### src/rtl/uart_tx_param.sv
// uart_tx_param: serialises one latched word per frame (start, LSB-first data, optional parity, 1-2 stops).
// Start bit appears the edge after accept; no queuing, data_valid is ignored while busy except on the last stop cycle.
module uart_tx_param #(
  parameter int DATA_WIDTH   = 8,
  parameter int CLKS_PER_BIT = 16
) (
  input  logic                  clk,
  input  logic                  rst,
  input  logic [DATA_WIDTH-1:0] p_data,
  input  logic                  data_valid,
  input  logic                  par_en,
  input  logic                  par_typ,
  input  logic                  stop2,
  output logic                  tx_out,
  output logic                  busy,
  output logic                  frame_done
);

  localparam int CW = (CLKS_PER_BIT > 1) ? $clog2(CLKS_PER_BIT) : 1;
  localparam int BW = $clog2(DATA_WIDTH);
  localparam logic [CW-1:0] CLK_LAST = CW'(CLKS_PER_BIT - 1);
  localparam logic [BW-1:0] BIT_LAST = BW'(DATA_WIDTH - 1);

  typedef enum logic [2:0] {IDLE, START, DATA, PARITY, STOP} state_t;

  state_t                state, state_nxt;
  logic [CW-1:0]         clk_cnt, clk_cnt_nxt;
  logic [BW-1:0]         bit_cnt, bit_cnt_nxt;
  logic                  stop_cnt, stop_cnt_nxt;
  logic [DATA_WIDTH-1:0] data_q, data_nxt;
  logic                  par_en_q, par_en_nxt;
  logic                  par_typ_q, par_typ_nxt;
  logic                  stop2_q, stop2_nxt;
  logic                  tx_nxt, busy_nxt, done_nxt;
  logic                  bit_end, accept, par_bit;

  always_ff @(posedge clk or posedge rst) begin
    if (rst) begin
      state      <= IDLE;
      clk_cnt    <= '0;
      bit_cnt    <= '0;
      stop_cnt   <= 1'b0;
      data_q     <= '0;
      par_en_q   <= 1'b0;
      par_typ_q  <= 1'b0;
      stop2_q    <= 1'b0;
      tx_out     <= 1'b1;
      busy       <= 1'b0;
      frame_done <= 1'b0;
    end else begin
      state      <= state_nxt;
      clk_cnt    <= clk_cnt_nxt;
      bit_cnt    <= bit_cnt_nxt;
      stop_cnt   <= stop_cnt_nxt;
      data_q     <= data_nxt;
      par_en_q   <= par_en_nxt;
      par_typ_q  <= par_typ_nxt;
      stop2_q    <= stop2_nxt;
      tx_out     <= tx_nxt;
      busy       <= busy_nxt;
      frame_done <= done_nxt;
    end
  end

  always_comb begin
    state_nxt    = state;
    bit_end      = (clk_cnt == CLK_LAST);
    par_bit      = (^data_q) ^ par_typ_q;
    clk_cnt_nxt  = (state == IDLE || bit_end) ? '0 : clk_cnt + CW'(1);
    bit_cnt_nxt  = bit_cnt;
    stop_cnt_nxt = stop_cnt;
    data_nxt     = data_q;
    par_en_nxt   = par_en_q;
    par_typ_nxt  = par_typ_q;
    stop2_nxt    = stop2_q;
    accept       = 1'b0;
    done_nxt     = 1'b0;

    case (state)
      IDLE: accept = data_valid;
      START: begin
        if (bit_end) begin
          state_nxt   = DATA;
          bit_cnt_nxt = '0;
        end
      end
      DATA: begin
        if (bit_end) begin
          if (bit_cnt == BIT_LAST) begin
            state_nxt    = par_en_q ? PARITY : STOP;
            stop_cnt_nxt = 1'b0;
          end else begin
            bit_cnt_nxt = bit_cnt + BW'(1);
          end
        end
      end
      PARITY: begin
        if (bit_end) begin
          state_nxt    = STOP;
          stop_cnt_nxt = 1'b0;
        end
      end
      STOP: begin
        if (bit_end) begin
          if (stop_cnt == stop2_q) begin
            // Last stop cycle doubles as an accept slot so back-to-back frames have no idle gap.
            done_nxt  = 1'b1;
            accept    = data_valid;
            state_nxt = IDLE;
          end else begin
            stop_cnt_nxt = 1'b1;
          end
        end
      end
      default: state_nxt = IDLE;
    endcase

    if (accept) begin
      state_nxt    = START;
      clk_cnt_nxt  = '0;
      bit_cnt_nxt  = '0;
      stop_cnt_nxt = 1'b0;
      data_nxt     = p_data;
      par_en_nxt   = par_en;
      par_typ_nxt  = par_typ;
      stop2_nxt    = stop2;
    end

    // The line is registered, so it is derived from the state being entered.
    case (state_nxt)
      START:   tx_nxt = 1'b0;
      DATA:    tx_nxt = data_q[bit_cnt_nxt];
      PARITY:  tx_nxt = par_bit;
      default: tx_nxt = 1'b1;
    endcase
    busy_nxt = (state_nxt != IDLE);
  end

endmodule

### config.mk
export PLATFORM = sky130hd
export DESIGN_NAME = uart_tx_param
export DESIGN_NICKNAME = d
export VERILOG_FILES = /design/src/rtl/uart_tx_param.sv
export SDC_FILE = /design/constraint.sdc
export NUM_CORES = 1
export LEC_CHECK = 0
export ABC_AREA = 1
export CORE_MARGIN = 1
export CORE_UTILIZATION = 40
export CTS_BUF_LIST = sky130_fd_sc_hd__clkbuf_16
export DETAILED_ROUTE_END_ITERATION = 7
export GPL_ROUTABILITY_DRIVEN = 0
export GPL_TIMING_DRIVEN = 0
export PLACE_DENSITY = 0.61
export SKIP_CTS_REPAIR_TIMING = 1
export SYNTH_ARGS = -nofsm -noshare
export SYNTH_HDL_FRONTEND = slang
export SYNTH_SLANG_ARGS = --single-unit
### constraint.sdc
create_clock -name clk -period 3.1 [get_ports clk]
set_input_delay 0.31 -clock clk [delete_from_list [all_inputs] [get_ports clk]]
set_output_delay 0.31 -clock clk [all_outputs]
set_load 0.02 [all_outputs]
==> results.json, run 1 <==
{
  "gr-max-usage-layer": "met2",
  "dp_slack_ps": 1230,
  "critical_path.max_fanout": 8,
  "die-area_sq_mm": 0.00381,
  "power.density_mw_per_mm2": 399,
  "clock-sinks": 25,
  "status": "complete, no violations",
  "cts_buffers": 3,
  "synth-seq-cells": 25,
  "clkLatencyLatePin_ps": 260,
  "finalSetupTns_ps": 0,
  "clk_path_buf_depth": 2,
  "reg2regPathDepth": 9,
  "finish.net_count": 214,
  "avgViaCountPerCell": 4.72,
  "tightest_slew_ps": 940,
  "mappedNetlistNets": 193,
  "postLayoutCoreUtil_pct": 50.9,
  "rows": 21,
  "rsz0062_at_grt": "no",
  "ant_nets": 0,
  "leakage_nw": 0.908,
  "cap_violations": 0,
  "drtIter0Drc": 16,
  "cts_tree": "built",
  "wl_mm": 2.79,
  "slew_headroom_pct": 37.3,
  "arrival_ps": 2020,
  "drive_above_1_share_pct": 15.7,
  "num_antenna_cells": 0,
  "synth.cell_area_sq_mm": 0.00143,
  "clock.fmax_mhz": 533,
  "grt_antenna_before_repair": 0,
  "syn2layout_area_growth_pct": 20.9,
  "grt_pass1_vias": 1120,
  "portBuffers": 16,
  "ios": 17,
  "setup_ws_ps": 1220,
  "n_fill_cell": 337,
  "coreArea_sq_mm": 0.00339,
  "irDropWorstVdd_mv": 0.193,
  "yosysTopAreaCellShare_pct": 42.1,
  "hold_path_depth": 1,
  "yosys-top-cells-area": "dfrtp_1 42%, nand2_1 11%, nand3_1 6.7%, inv_1 6.0%, o21ai_0 3.9%",
  "synth_warnings": 0,
  "vias": 1147,
  "track_usage_pct": 16.9,
  "layout_commonest_cell": "nand2_1",
  "cts.htree.levels": 1,
  "layout_common_cells": "42 x nand2_1, 24 x dfrtp_1, 23 x inv_1, 19 x nand3_1, 16 x clkdlybuf4s50_1",
  "grt_max_degree": 26,
  "grt_use_met1_pct": 19.2,
  "path_clk_slew_ps": 60,
  "drc_errors": 0,
  "hold_class": "flop to flop",
  "avgSynthCellArea_sq_um": 8.07,
  "clockRootBuffer": "clkbuf_16",
  "cp.required_ps": 3250,
  "ys_seq_area_share_pct": 43.9,
  "wl_per_cell_um": 11.5,
  "drv_slew": 0,
  "use_met2_pct": 30.6,
  "die_h_um": 61.7,
  "grt-ovfl-total": 0,
  "holdWs_ps": 471,
  "start_util_pct": 42.1,
  "use_met3_pct": 3.31,
  "first_pass_iters": 4,
  "synthCells": 177,
  "yosysTopAreaCell": "dfrtp_1",
  "total_power_mw": 0.689,
  "skew_ps": 1.48,
  "yosysUniqueCellTypes": 25,
  "endpoint_kind": "flop",
  "path_class": "flop to flop",
  "setup_viol": 0,
  "min_period_ps": 1880,
  "die_x_um": 61.7,
  "start_kind": "flop",
  "fin_crit_sh_pct": 60.6,
  "finalHoldViolCount": 0,
  "dp_hpwl_mm": 2.17,
  "grt_pass1_wl_mm": 4.60
}
[registers in the layout, summed over array words and instances, names as in the netlist]
signal and count:
frame_done 1, busy 1, par_en_q 1, par_typ_q 1, stop_cnt 1, tx_out 1
stop2_q 1, bit_cnt 3, state 3, data_q 8, clk_cnt 4
[per-stage QoR]
stage                     cells  area, sq um
after floorplan             177         1430
after global placement      239         1650
after detailed placement    239         1650
after CTS                   243         1730
after global routing        243         1730
final                       243         1730
[critical path, stage by stage, from the launching register on]
cell and delay, ps:
dfrtp_1 400, ha_1 230, nand2_2 130, nor2_8 60, nand3_2 100, nand2_1 100, nand2_4 140, nand3_2 120
or2_1 270, or2_1 210
[final timing paths]
check | startpoint | end | slack (ps)
setup / recovery | clk_cnt[0] | busy | 1220
hold / removal | clk_cnt[0] | clk_cnt[0] | 470
setup reg to reg | clk_cnt[0] | busy | 1220
hold reg to reg | clk_cnt[0] | clk_cnt[0] | 470
max in group asynchronous | rst | clk_cnt[0] | 1960
min in group asynchronous | rst | data_q[2] | 560
[metal layers]
metal / part of all wire [%] / up-vias
li1: - / 595
met1: 44 / 529
met2: 52 / 18
met3: 2.8 / 5
met4: 1.5 / 0
met5: 0 / -
[cells by family after synthesis]
logic type                 count (synthesis)  synth area share [%]
AOI/OAI and AO/OA                         19                  8.85
DFF                                       25                  43.9
and+or+nand+nor                           89                  31.1
buffers and inverters                     33                  8.85
adders and majority gates                  2                  1.75
xor gates and xnor gates                   9                  5.52
[power by group]
| part | internal [mW] | switching, mW |
|---|---|---|
| combinational | 0.0322 | 0.0277 |
| sequential | 0.337 | 0.00601 |
| clock | 0.174 | 0.113 |
| total | 0.542 | 0.147 |
[area by class of cell]
type	instances	area, sq um	area share, %
Sequential cell	25	627	36.3
Clock buffer	3	75.1	4.35
Inverter	31	116	6.74
Tap cell	46	57.6	3.34
Clock inverter	1	5.00	0.290
Multi-Input combinational cell	119	674	39.1
Buffer	2	10.0	0.580
Timing Repair Buffer	16	160	9.28
[synth_stat cells]
cell / number
nand2_1: 42
a21oi_1: 2
buf_2: 2
inv_1: 23
o21ai_2: 1
nand2_2: 6
ha_1: 2
nand3b_1: 1
dfrtp_1: 24
nand2_4: 3
a21o_1: 1
dfstp_2: 1
or2_1: 2
nor3_1: 4
nor2_8: 1
a21boi_2: 1
inv_2: 8
nor2_1: 8
nand3_2: 3
nand3_1: 19
o21ai_0: 11
a31oi_4: 1
xor2_1: 5
xnor2_1: 4
a31oi_1: 2
Note: power is estimated with default switching activity, not from simulation.
==> inputs of run 2 (changes only) <==
==> constraint.sdc (replaced) <==
create_clock -name clk -period 1.8 [get_ports clk]
set_input_delay 0.18 -clock clk [delete_from_list [all_inputs] [get_ports clk]]
set_output_delay 0.18 -clock clk [all_outputs]
set_load 0.02 [all_outputs]
==> run 2 against run 1 <==
  * Non-clock buffer count increased by 5
  * Sequential power increased by 72%
  * Count of clock-buffer cells in the layout unchanged
  * Critical endpoint unchanged
  * Core utilization increased by 5.0 points
  * Cell area increased by 9.8%
  * Global-route usage unchanged
  * Die area unchanged
  * Hold slack got worse by 40 ps
  * Combinational power increased by 77%
  * Fmax increased by 4.5%
  * Largest power group unchanged
  * Clock skew increased by 0.80 ps
  * Register-to-register slack got worse by 1200 ps
==> results.json, run 2 (same netlist as run 1, synthesis figures left out) <==
{
  "status": "complete, no violations",
  "clock-sinks": 25,
  "slew_headroom_pct": 36.7,
  "ios": 17,
  "leakage_nw": 0.973,
  "layout_commonest_cell": "nand2_1",
  "rsz0062_at_grt": "yes",
  "gr-max-usage-layer": "met2",
  "irDropWorstVdd_mv": 0.344,
  "grt_max_degree": 26,
  "setup_viol": 0,
  "largest_register_ffs": 8,
  "coreArea_sq_mm": 0.00339,
  "min_period_ps": 1800,
  "grt-ovfl-total": 0,
  "finish.net_count": 219,
  "track_usage_pct": 16.9,
  "start_util_pct": 42.1,
  "finalHoldViolCount": 0,
  "regMostFlops": "data_q",
  "cts.htree.levels": 1,
  "arrival_ps": 1940,
  "clock.fmax_mhz": 557,
  "wl_mm": 3.06,
  "avgViaCountPerCell": 4.84,
  "syn2layout_area_growth_pct": 32.7,
  "endpoint_kind": "flop",
  "switching_share_pct": 21.5,
  "die_h_um": 61.7,
  "n_fill_cell": 318,
  "power.switching_mw": 0.256,
  "layout_common_cells": "36 x nand2_1, 23 x dfrtp_1, 21 x inv_1, 17 x nand3_1, 16 x clkdlybuf4s50_1",
  "cts_buffers": 3,
  "num_antenna_cells": 0,
  "reg2regPathDepth": 9,
  "path_class": "flop to flop",
  "grt_antenna_before_repair": 0,
  "multi_input_area_sq_um": 798,
  "first_pass_iters": 4,
  "fin_crit_sh_pct": 99.8,
  "clk_path_buf_depth": 2,
  "place_area_sq_mm": 0.00165,
  "largestRegisters": "data_q (8), clk_cnt (4)",
  "use_met3_pct": 3.31,
  "p_comb_share_pct": 8.9,
  "clkLatencyLatePin_ps": 260,
  "vias": 1201,
  "die-area_sq_mm": 0.00381,
  "drtIter0Drc": 24,
  "start_kind": "flop",
  "tightest_slew_ps": 948,
  "postLayoutCoreUtil_pct": 55.9,
  "p_int_mw": 0.935,
  "grt_pass1_wl_mm": 4.60,
  "drc_errors": 0,
  "critical_path.max_fanout": 6,
  "grt_use_met1_pct": 19.2,
  "register_area_sq_um": 628,
  "use_met2_pct": 30.6,
  "dp_hpwl_mm": 2.17,
  "cp.required_ps": 1950,
  "cap_violations": 0,
  "skew_ps": 2.29,
  "rows": 21,
  "drive_above_1_share_pct": 25.2,
  "hold_class": "primary input to async pin",
  "power.density_mw_per_mm2": 629,
  "pwr-share-seq_pct": 49.5,
  "portBuffers": 16,
  "cts_tree": "built",
  "die_x_um": 61.7,
  "path_clk_slew_ps": 60,
  "clockRootBuffer": "clkbuf_16",
  "drv_slew": 0,
  "grt_pass1_vias": 1120,
  "wl_per_cell_um": 12.3,
  "ant_nets": 0,
  "fin_area_sq_mm": 0.00189,
  "p_clk_share_pct": 41.6
}
## run 2: changes by cell type in the layout (fill, tap and decap cells not counted), sizes merged
cell    change
buf         +4
clkbuf      +1
## run 2: metal layers
layer	vias to the layer above	share of wire, %
li1	606	-
met1	564	43
met2	26	53
met3	5	2.9
met4	0	1.4
met5	-	0
## run 2: through the flow
| step | power (mW) | setup WS, ps | hold WS [ps] | TNS (ps) | instances |
|---|---|---|---|---|---|
| after floorplan | 0.660 | 106 | 207 | 0 | 177 |
| after global placement | 0.703 | -41.4 | 451 | -41.4 | 239 |
| after detailed placement | 0.706 | -68.6 | 465 | -68.6 | 239 |
| after CTS | 1.21 | -80.0 | 460 | -91.0 | 243 |
| after global routing | 1.24 | -66.0 | 476 | -105 | 248 |
| final | 1.19 | 3.33 | 431 | 0 | 248 |
## run 2: worst paths after layout
path                       startpoint          to  slack (ps)
max reg2reg                  state[2]        busy           3
max                          state[2]        busy           3
min reg2reg                clk_cnt[0]  clk_cnt[0]         520
min                               rst   data_q[4]         430
max in group asynchronous         rst  bit_cnt[0]         730
min in group clk               par_en    par_en_q         460
## run 2: area by class of cell
class                   instances  area share [%]
repair buffers                 21            10.6
clock inverters                 1           0.264
flip-flops and latches         25            33.2
well taps                      46            3.04
multi-input cells             119            42.1
clock buffers                   3            3.96
inverters                      31            6.14
plain buffers                   2           0.661
## run 2: worst max-delay path: stages, from the launching register on
cell	delay [ps]
dfrtp_1	560
nor2_1	140
nand2_2	120
inv_2	70
nand2_4	70
nand2_2	60
nand2_1	100
nand3_4	90
or2_4	260
or2_1	210
## run 2: power groups by stage
stage	registers (mW)	logic [mW]	clock network [mW]
2_1_floorplan	0.601	0.0597	0
3_3_place_gp	0.600	0.103	0
3_5_place_dp	0.601	0.105	0
4_1_cts	0.590	0.106	0.510
5_1_grt	0.592	0.120	0.528
6_report	0.590	0.106	0.495
